<file path="src/rtl/afifo_wr_arb.sv">
// Round-robin burst arbiter feeding the write side of an async FIFO.
// Grants only when the whole burst fits in the FIFO's free space.
module afifo_wr_arb #(
   parameter int NREQ       = 4,
   parameter int DATA_WIDTH = 64,
   parameter int ADDR_WIDTH = 12,
   parameter int LEN_WIDTH  = 5
) (
   input  logic                       wrclk,
   input  logic                       wrrstn,
   input  logic [NREQ-1:0]            src_req,
   input  logic [NREQ*LEN_WIDTH-1:0]  src_len,
   input  logic [NREQ*DATA_WIDTH-1:0] src_data,
   output logic [NREQ-1:0]            src_ack,
   output logic [NREQ-1:0]            src_done,
   output logic                       fifo_wrreq,
   output logic [DATA_WIDTH-1:0]      fifo_wrdata,
   input  logic                       fifo_wrfull,
   input  logic [ADDR_WIDTH:0]        fifo_wr_avail,
   output logic                       busy,
   output logic [$clog2(NREQ)-1:0]    grant_id
);

   localparam int GW = $clog2(NREQ);
   localparam logic [NREQ-1:0] ONE = NREQ'(1);

   typedef enum logic [1:0] {
      S_IDLE,
      S_BURST,
      S_SETTLE
   } state_t;

   state_t               state;
   logic [GW-1:0]        rr_ptr;
   logic [LEN_WIDTH-1:0] beat_cnt;
   logic                 settle_cnt;

   logic [NREQ-1:0]      elig;
   logic                 win_vld;
   logic [GW-1:0]        win_idx;
   logic [GW-1:0]        nxt_ptr;
   logic [LEN_WIDTH-1:0] win_len;
   logic                 accept;
   logic                 last;
   int                   idx;

   always_comb begin
      elig = '0;
      for (int i = 0; i < NREQ; i++) begin
         elig[i] = src_req[i]
                 && (src_len[i*LEN_WIDTH +: LEN_WIDTH] != '0)
                 && (32'(src_len[i*LEN_WIDTH +: LEN_WIDTH])
                     <= 32'(fifo_wr_avail));
      end
   end

   // Scan starting at rr_ptr; first eligible index wins.
   always_comb begin
      win_vld = 1'b0;
      win_idx = '0;
      idx     = 0;
      for (int k = 0; k < NREQ; k++) begin
         idx = int'(rr_ptr) + k;
         if (idx >= NREQ) idx = idx - NREQ;
         if (!win_vld && elig[idx]) begin
            win_vld = 1'b1;
            win_idx = GW'(idx);
         end
      end
   end

   assign nxt_ptr = (win_idx == GW'(NREQ-1)) ? '0 : win_idx + 1'b1;
   assign win_len = src_len[win_idx*LEN_WIDTH +: LEN_WIDTH];

   assign accept      = (state == S_BURST) && !fifo_wrfull;
   assign last        = accept && (beat_cnt == LEN_WIDTH'(1));
   assign fifo_wrreq  = (state == S_BURST);
   assign fifo_wrdata = src_data[grant_id*DATA_WIDTH +: DATA_WIDTH];
   assign src_ack     = accept ? (ONE << grant_id) : '0;
   assign src_done    = last ? (ONE << grant_id) : '0;
   assign busy        = (state != S_IDLE);

   always_ff @(posedge wrclk) begin
      if (!wrrstn) begin
         state      <= S_IDLE;
         rr_ptr     <= '0;
         grant_id   <= '0;
         beat_cnt   <= '0;
         settle_cnt <= 1'b0;
      end else begin
         case (state)
            S_IDLE: begin
               if (win_vld) begin
                  state    <= S_BURST;
                  grant_id <= win_idx;
                  beat_cnt <= win_len;
                  rr_ptr   <= nxt_ptr;
               end
            end
            S_BURST: begin
               if (accept) begin
                  beat_cnt <= beat_cnt - 1'b1;
                  if (last) begin
                     state      <= S_SETTLE;
                     settle_cnt <= 1'b0;
                  end
               end
            end
            // Two cycles so fifo_wr_avail reflects the finished burst.
            S_SETTLE: begin
               settle_cnt <= 1'b1;
               if (settle_cnt) state <= S_IDLE;
            end
            default: state <= S_IDLE;
         endcase
      end
   end

endmodule

</file>
<file path="config.mk">
export PLATFORM = sky130hd
export DESIGN_NAME = afifo_wr_arb
export DESIGN_NICKNAME = d
export VERILOG_FILES = /design/src/rtl/afifo_wr_arb.sv
export SDC_FILE = /design/constraint.sdc
export NUM_CORES = 1
export LEC_CHECK = 0
export CORE_AREA = 2 2 144 146
export CTS_CLUSTER_DIAMETER = 120
export CTS_CLUSTER_SIZE = 10
export DETAILED_ROUTE_END_ITERATION = 7
export DIE_AREA = 0 0 146 148
export PLACE_DENSITY = 0.6
export SLEW_MARGIN = 20
export SYNTH_ARGS = -nofsm -noshare
export SYNTH_HDL_FRONTEND = slang
export SYNTH_SLANG_ARGS = --single-unit
</file>
<file path="constraint.sdc">
create_clock -name wrclk -period 2.6 [get_ports wrclk]
set_clock_uncertainty 0.1 [all_clocks]
set_input_delay 0.26 -clock wrclk [delete_from_list [all_inputs] [get_ports wrclk]]
set_output_delay 0.26 -clock wrclk [all_outputs]
set_load 0.02 [all_outputs]
</file>
==> results of run 1 <==
[synthesized netlist by cell type (5+ instances only)]
cell type | n | area (um^2)
a21oi_1 | 9 | 45.04
buf_1 | 7 | 26.28
clkbuf_1 | 11 | 41.29
dfxtp_1 | 12 | 240.2
ha_1 | 23 | 287.8
inv_1 | 23 | 86.33
mux2i_1 | 9 | 90.09
mux4_2 | 64 | 1441
nand2_1 | 10 | 37.54
nand2b_1 | 5 | 31.28
nor2_1 | 13 | 48.80
nor3_1 | 5 | 25.02
o21ai_1 | 6 | 30.03
o221ai_1 | 5 | 43.79
[worst max-delay path, cell delays in order]
cell	delay, ns
buf_4	0.13
inv_8	0.08
ha_4	0.20
and4_4	0.19
a221o_1	0.39
buf_6	0.14
a21oi_4	0.18
a221oi_2	0.10
o22ai_1	0.14
buf_4	0.19
buf_6	0.11
inv_4	0.03
ha_4	0.14
nor2_2	0.09
o21ai_1	0.06
a21oi_1	0.14
[repair_timing]
item                                   CTS  global route
cloned                                   2             0
gates resized for setup                 69            85
setup buffers                            9             3
endpoints found under the hold margin    0             0
pin swaps                               38            28
setup endpoints to repair               10            11
[final timing paths]
path,startpoint,endpoint,slack (ns),cells after the start
hold / removal,src_len[10],beat_cnt[0]$_SDFFE_PN0P_,0.39,4
setup / recovery,fifo_wr_avail[4],rr_ptr[0]$_SDFFE_PN0P_,0.10,16
hold reg to reg,settle_cnt$_SDFFE_PN0P_,settle_cnt$_SDFFE_PN0P_,0.40,2
setup reg to reg,rr_ptr[0]$_SDFFE_PN0P_,beat_cnt[2]$_SDFFE_PN0P_,0.76,7
[metal layers]
metal  up-vias  global-route usage (%)  part of all wire (%)
li1       1971                       -                     -
met1      2086                   21.39                    39
met2       178                   33.49                    53
met3        20                   5.000                   6.9
met4         6                   1.990                   1.3
met5         -                       0                  0.20
[sequential cells by signal, indices dropped and copies added (netlist names)]
register    flops
beat_cnt        5
grant_id        2
rr_ptr          2
settle_cnt      1
state           2
[report_power, final]
group	switching, uW	internal, uW
clock network	77.1	232
logic	884	1280
registers	47.9	219
total	1010	1730
[per-stage QoR]
| stage | area, um^2 | utilization [%] | total power (uW) |
|---|---|---|---|
| 2_1_floorplan | 3093 | - | 1223 |
| 3_3_place_gp | 7493 | 37.39 | 2321 |
| 3_5_place_dp | 7493 | 37.39 | 2331 |
| 4_1_cts | 7861 | 39.23 | 2731 |
| 5_1_grt | 7940 | 39.62 | 2891 |
| 6_report | 7940 | 39.62 | 2741 |
[cell families (layout without fill, tap and decap cells)]
| kind of cell | after synthesis | in the layout |
|---|---|---|
| buffers and inverters | 43 | 461 |
| adders and majority gates | 23 | 23 |
| and+or+nand+nor | 52 | 52 |
| AOI/OAI and AO/OA | 64 | 64 |
| muxes | 73 | 73 |
| DFF | 12 | 12 |
[final cells by class]
class	count	area (um^2)
Inverter	23	113.9
Fill cell	1982	12100
Timing Repair Buffer	434	4190
Sequential cell	12	247.7
Tap cell	270	337.8
Multi-Input combinational cell	212	2962
Clock buffer	4	88.84
==> impl_metrics.json, run 1 <==
{
  "timing.final.ws_setup_ns": 0.1043,
  "cts_max_level": 1,
  "dr.pass1.iters": 4,
  "vdd.ir_drop.worst_v": 0.0002294,
  "clkLatencyLatePin_ns": 0.24,
  "tightestPinTransition_ns": 0.4249,
  "drive_above_1_share_pct": 31.24,
  "post_synthesis_share_of_cell_area_spent_on_full_adders_half_adders_and_majority_gates_pct": 9.350,
  "final-instance-count-excl-fill": 955,
  "io_buffer_count": 371,
  "vias": 4261,
  "slew_violations": 0,
  "grt_setup_unrepaired": "yes",
  "syn_area_per_cell_um2": 11.53,
  "clock-sinks": 12,
  "largest_net_degree_at_the_start_of_global_routing": 41,
  "dp_hpwl_mm": 18.16,
  "placed_cells_incl_taps": 937,
  "pre_cts_slack_ns": -0.5648,
  "postSynthNetCount": 586,
  "drc": 0,
  "synth.mux.area_fraction_pct": 49.76,
  "cts_root_buf": "clkbuf_16",
  "finalSetupViolations": 0,
  "boundaryPins": 372,
  "via_count_of_the_first_global_routing_pass": 4407,
  "synth_top_family_by_area": "multiplexers",
  "synth-async-reset-ratio_pct": 0,
  "antenna_violations_before_repair": 3,
  "max-cap-violations": 0,
  "drt-initial-drc-count": 137,
  "cts_tree": "yes",
  "slew_headroom_pct": 71.57,
  "post_synthesis_cell_area_mm2": 0.003078,
  "final_hold_violating_endpoints": 0,
  "fin_nets": 1005,
  "initial_core_utilization_pct": 15.36,
  "worst_ep_arrival_time_ns": 2.56,
  "route.detailed.vias_per_inst": 4.462,
  "yosys.area_share.xor_xnor_pct": 0,
  "fin_setup_tns_ns": 0,
  "synth_to_final_area_change_pct": 158.0,
  "dieHeight_um": 148,
  "global_route.usage.total_pct": 18.03,
  "hold_ws_ns": 0.3860,
  "path_class_of_the_lowest_slack_min_delay_path": "in2reg",
  "antenna_cells_inserted": 0,
  "layout.cells.most_common": "clkdlybuf4s50_1",
  "placement_rows": 52,
  "worst_setup_path_start_kind": "input pin",
  "yosys_warnings": 0,
  "clk_transition_reported_paths_ns": 0.04,
  "critPathCaptureType": "flip-flop",
  "floorplan.die.width_um": 146,
  "simple_gate_share_of_the_synthesized_area_pct": 9.593,
  "route.final.wire_length_mm": 20.67,
  "sequential_share_of_the_synthesized_area_pct": 7.805,
  "max_clock_freq_mhz": 400.7,
  "period_needed_ns": 2.496,
  "post_route_clock_period_utilization_pct": 95.99,
  "ys_seq_elements": 12,
  "ys_dominant_reg_cell": "dfxtp_1",
  "p_leak_uw": 0.002993,
  "cts_hold_buf": 0,
  "outcome": "completed",
  "number_of_enable_type_register_cells_in_the_synthesized_netlist": 0,
  "crit_fanout": 4,
  "cellPowerDensity_mw_per_mm2": 345.2,
  "distinct_cell_type_count_of_the_synthesized_netlist": 45,
  "ant_nets": 0,
  "die_area_mm2": 0.02161,
  "grt_first_pass_wirelength_mm": 29.28,
  "syn-instance-count": 267,
  "numCtsBuffers": 3,
  "floorplan.core_area_mm2": 0.02004,
  "gr-total-overflow": 0,
  "post_drt_wl_per_cell_um": 21.65,
  "synth_compound_area_share_pct": 17.89,
  "worst-setup-path-type": "in2reg",
  "worst_ep_required_time_ns": 2.67,
  "final_cell_mix": "clkdlybuf4s50_1, mux4_2, buf_4",
  "routabilityCongestion": 0.8344,
  "cts_max_path_buffers": 2
}
(Power assumes the default switching activity.)
==> inputs of run 2 (changes only) <==
--- a/config.mk
+++ b/config.mk
@@ -10,7 +10,7 @@
 export CTS_CLUSTER_SIZE = 10
 export DETAILED_ROUTE_END_ITERATION = 7
 export DIE_AREA = 0 0 146 148
-export PLACE_DENSITY = 0.6
+export PLACE_DENSITY = 0.54
 export SLEW_MARGIN = 20
 export SYNTH_ARGS = -nofsm -noshare
 export SYNTH_HDL_FRONTEND = slang
==> impl_metrics.json, run 2 (same netlist as run 1, synthesis figures left out) <==
{
  "critPathCaptureType": "flip-flop",
  "startpoint": "fifo_wr_avail[4]",
  "fin_util_pct": 41.00,
  "final-instance-count-excl-fill": 960,
  "timing.final.ws_setup_ns": -0.06114,
  "cts_max_path_buffers": 2,
  "fin_area_mm2": 0.008217,
  "violations": "negative setup slack",
  "routabilityCongestion": 0.9277,
  "io_buffer_count": 371,
  "cellPowerDensity_mw_per_mm2": 347.4,
  "post_drt_wl_per_cell_um": 22.36,
  "p_leak_uw": 0.003078,
  "tightestPinTransition_ns": 0.4293,
  "grt_first_pass_wirelength_mm": 30.52,
  "dp_hpwl_mm": 18.62,
  "worst_ep_arrival_time_ns": 2.72,
  "finalPower_uw": 2855,
  "path_class_of_the_lowest_slack_min_delay_path": "reg2reg",
  "largest_register_ffs": 5,
  "dieHeight_um": 148,
  "cts_root_buf": "clkbuf_16",
  "die_area_mm2": 0.02161,
  "timing.reg2reg.setup_slack_ns": 0.71,
  "clkLatencyLatePin_ns": 0.24,
  "worst-setup-path-type": "in2reg",
  "grt_setup_unrepaired": "yes",
  "antenna_violations_before_repair": 3,
  "post_route_clock_period_utilization_pct": 102.4,
  "finalSetupViolations": 5,
  "detailed_place.area_mm2": 0.007513,
  "final_cell_mix": "clkdlybuf4s50_1, mux4_2, buf_4",
  "final_hold_violating_endpoints": 0,
  "worst_setup_path_start_kind": "input pin",
  "worst_ep_required_time_ns": 2.66,
  "clock-sinks": 12,
  "timing.hold.worst_path_depth": 2,
  "outcome": "finished, violations left",
  "floorplan.die.width_um": 146,
  "drive_above_1_share_pct": 30.77,
  "initial_core_utilization_pct": 15.36,
  "slew_violations": 0,
  "placed_cells_incl_taps": 936,
  "numCtsBuffers": 3,
  "vias": 4342,
  "vdd.ir_drop.worst_v": 0.0002115,
  "hold_start": "settle_cnt$_SDFFE_PN0P_",
  "synth_to_final_area_change_pct": 167.0,
  "gr-total-overflow": 0,
  "regToRegStartpoint": "rr_ptr[1]$_SDFFE_PN0P_",
  "route.detailed.vias_per_inst": 4.523,
  "drt-initial-drc-count": 171,
  "ant_nets": 0,
  "max_clock_freq_mhz": 375.8,
  "slew_headroom_pct": 71.38,
  "dr.pass1.iters": 4,
  "cts_tree": "yes",
  "crit_fanout": 4,
  "period_needed_ns": 2.661,
  "largest_net_degree_at_the_start_of_global_routing": 58,
  "boundaryPins": 372,
  "drc": 0,
  "max-cap-violations": 0,
  "global_route.usage.total_pct": 18.64,
  "cts_max_level": 1,
  "layout.cells.most_common": "clkdlybuf4s50_1",
  "fin_nets": 1009,
  "largest_register": "beat_cnt",
  "route.final.wire_length_mm": 21.47,
  "via_count_of_the_first_global_routing_pass": 4746,
  "fin_setup_tns_ns": -0.1164,
  "floorplan.core_area_mm2": 0.02004,
  "placement_rows": 52,
  "r2r_cells": 9,
  "clk_transition_reported_paths_ns": 0.05
}
==> run 2: per-layer routing <==
metal	track usage (%)	routed length, um	vias up
li1	-	-	1976
met1	21.91	8433	2145
met2	35.12	11300	191
met3	4.352	1319	26
met4	2.864	386	4
met5	0	23	-
==> run 2: layout make-up <==
type,count,area [um^2]
multi-input combinational,212,3108
timing repair buffer,438,4340
tap,270,337.8
fill,1941,11820
inverter,23,101.3
antenna,1,2.502
sequential,12,247.7
clock buffer,4,78.83
==> run 2: power by group <==
part | leakage (uW) | total, uW | internal, uW | switching (uW)
Combinational | 0.00294 | 2300 | 1350 | 954
Sequential | 0.000100 | 263 | 219 | 44.2
Clock | 0.0000382 | 290 | 207 | 83.0
==> run 2: worst max-delay path, cell delays in order <==
cell	delay, ns
clkdlybuf4s15_1	0.20
inv_4	0.12
ha_4	0.22
and4_4	0.20
a221o_1	0.39
a21oi_4	0.28
buf_12	0.15
buf_4	0.13
a22oi_1	0.08
a221oi_1	0.43
o2111ai_2	0.18
o221ai_2	0.09
==> run 2: worst paths after layout <==
check                              to
min           settle_cnt$_SDFFE_PN0P_
min reg2reg   settle_cnt$_SDFFE_PN0P_
max reg2reg    rr_ptr[0]$_SDFFE_PN0P_
max          beat_cnt[2]$_SDFFE_PN0P_
==> run 2: timing repair <==
action | CTS | global route
cloned | 1 | 0
pin swaps | 45 | 34
buffers inserted | 15 | 5
setup endpoints to repair | 15 | 11
gates resized for setup | 95 | 40
hold buffers | 0 | 0
endpoints found under the hold margin | 0 | 0
==> run 2: through the flow <==
stage | hold slack (ns) | setup slack (ns)
after floorplan | 0.2760 | 0.02979
after global placement | 0.3607 | -0.5040
after detailed placement | 0.4013 | -0.6379
after CTS | 0.4112 | 0.0006604
after global routing | 0.4608 | -0.1088
final | 0.4048 | -0.06114
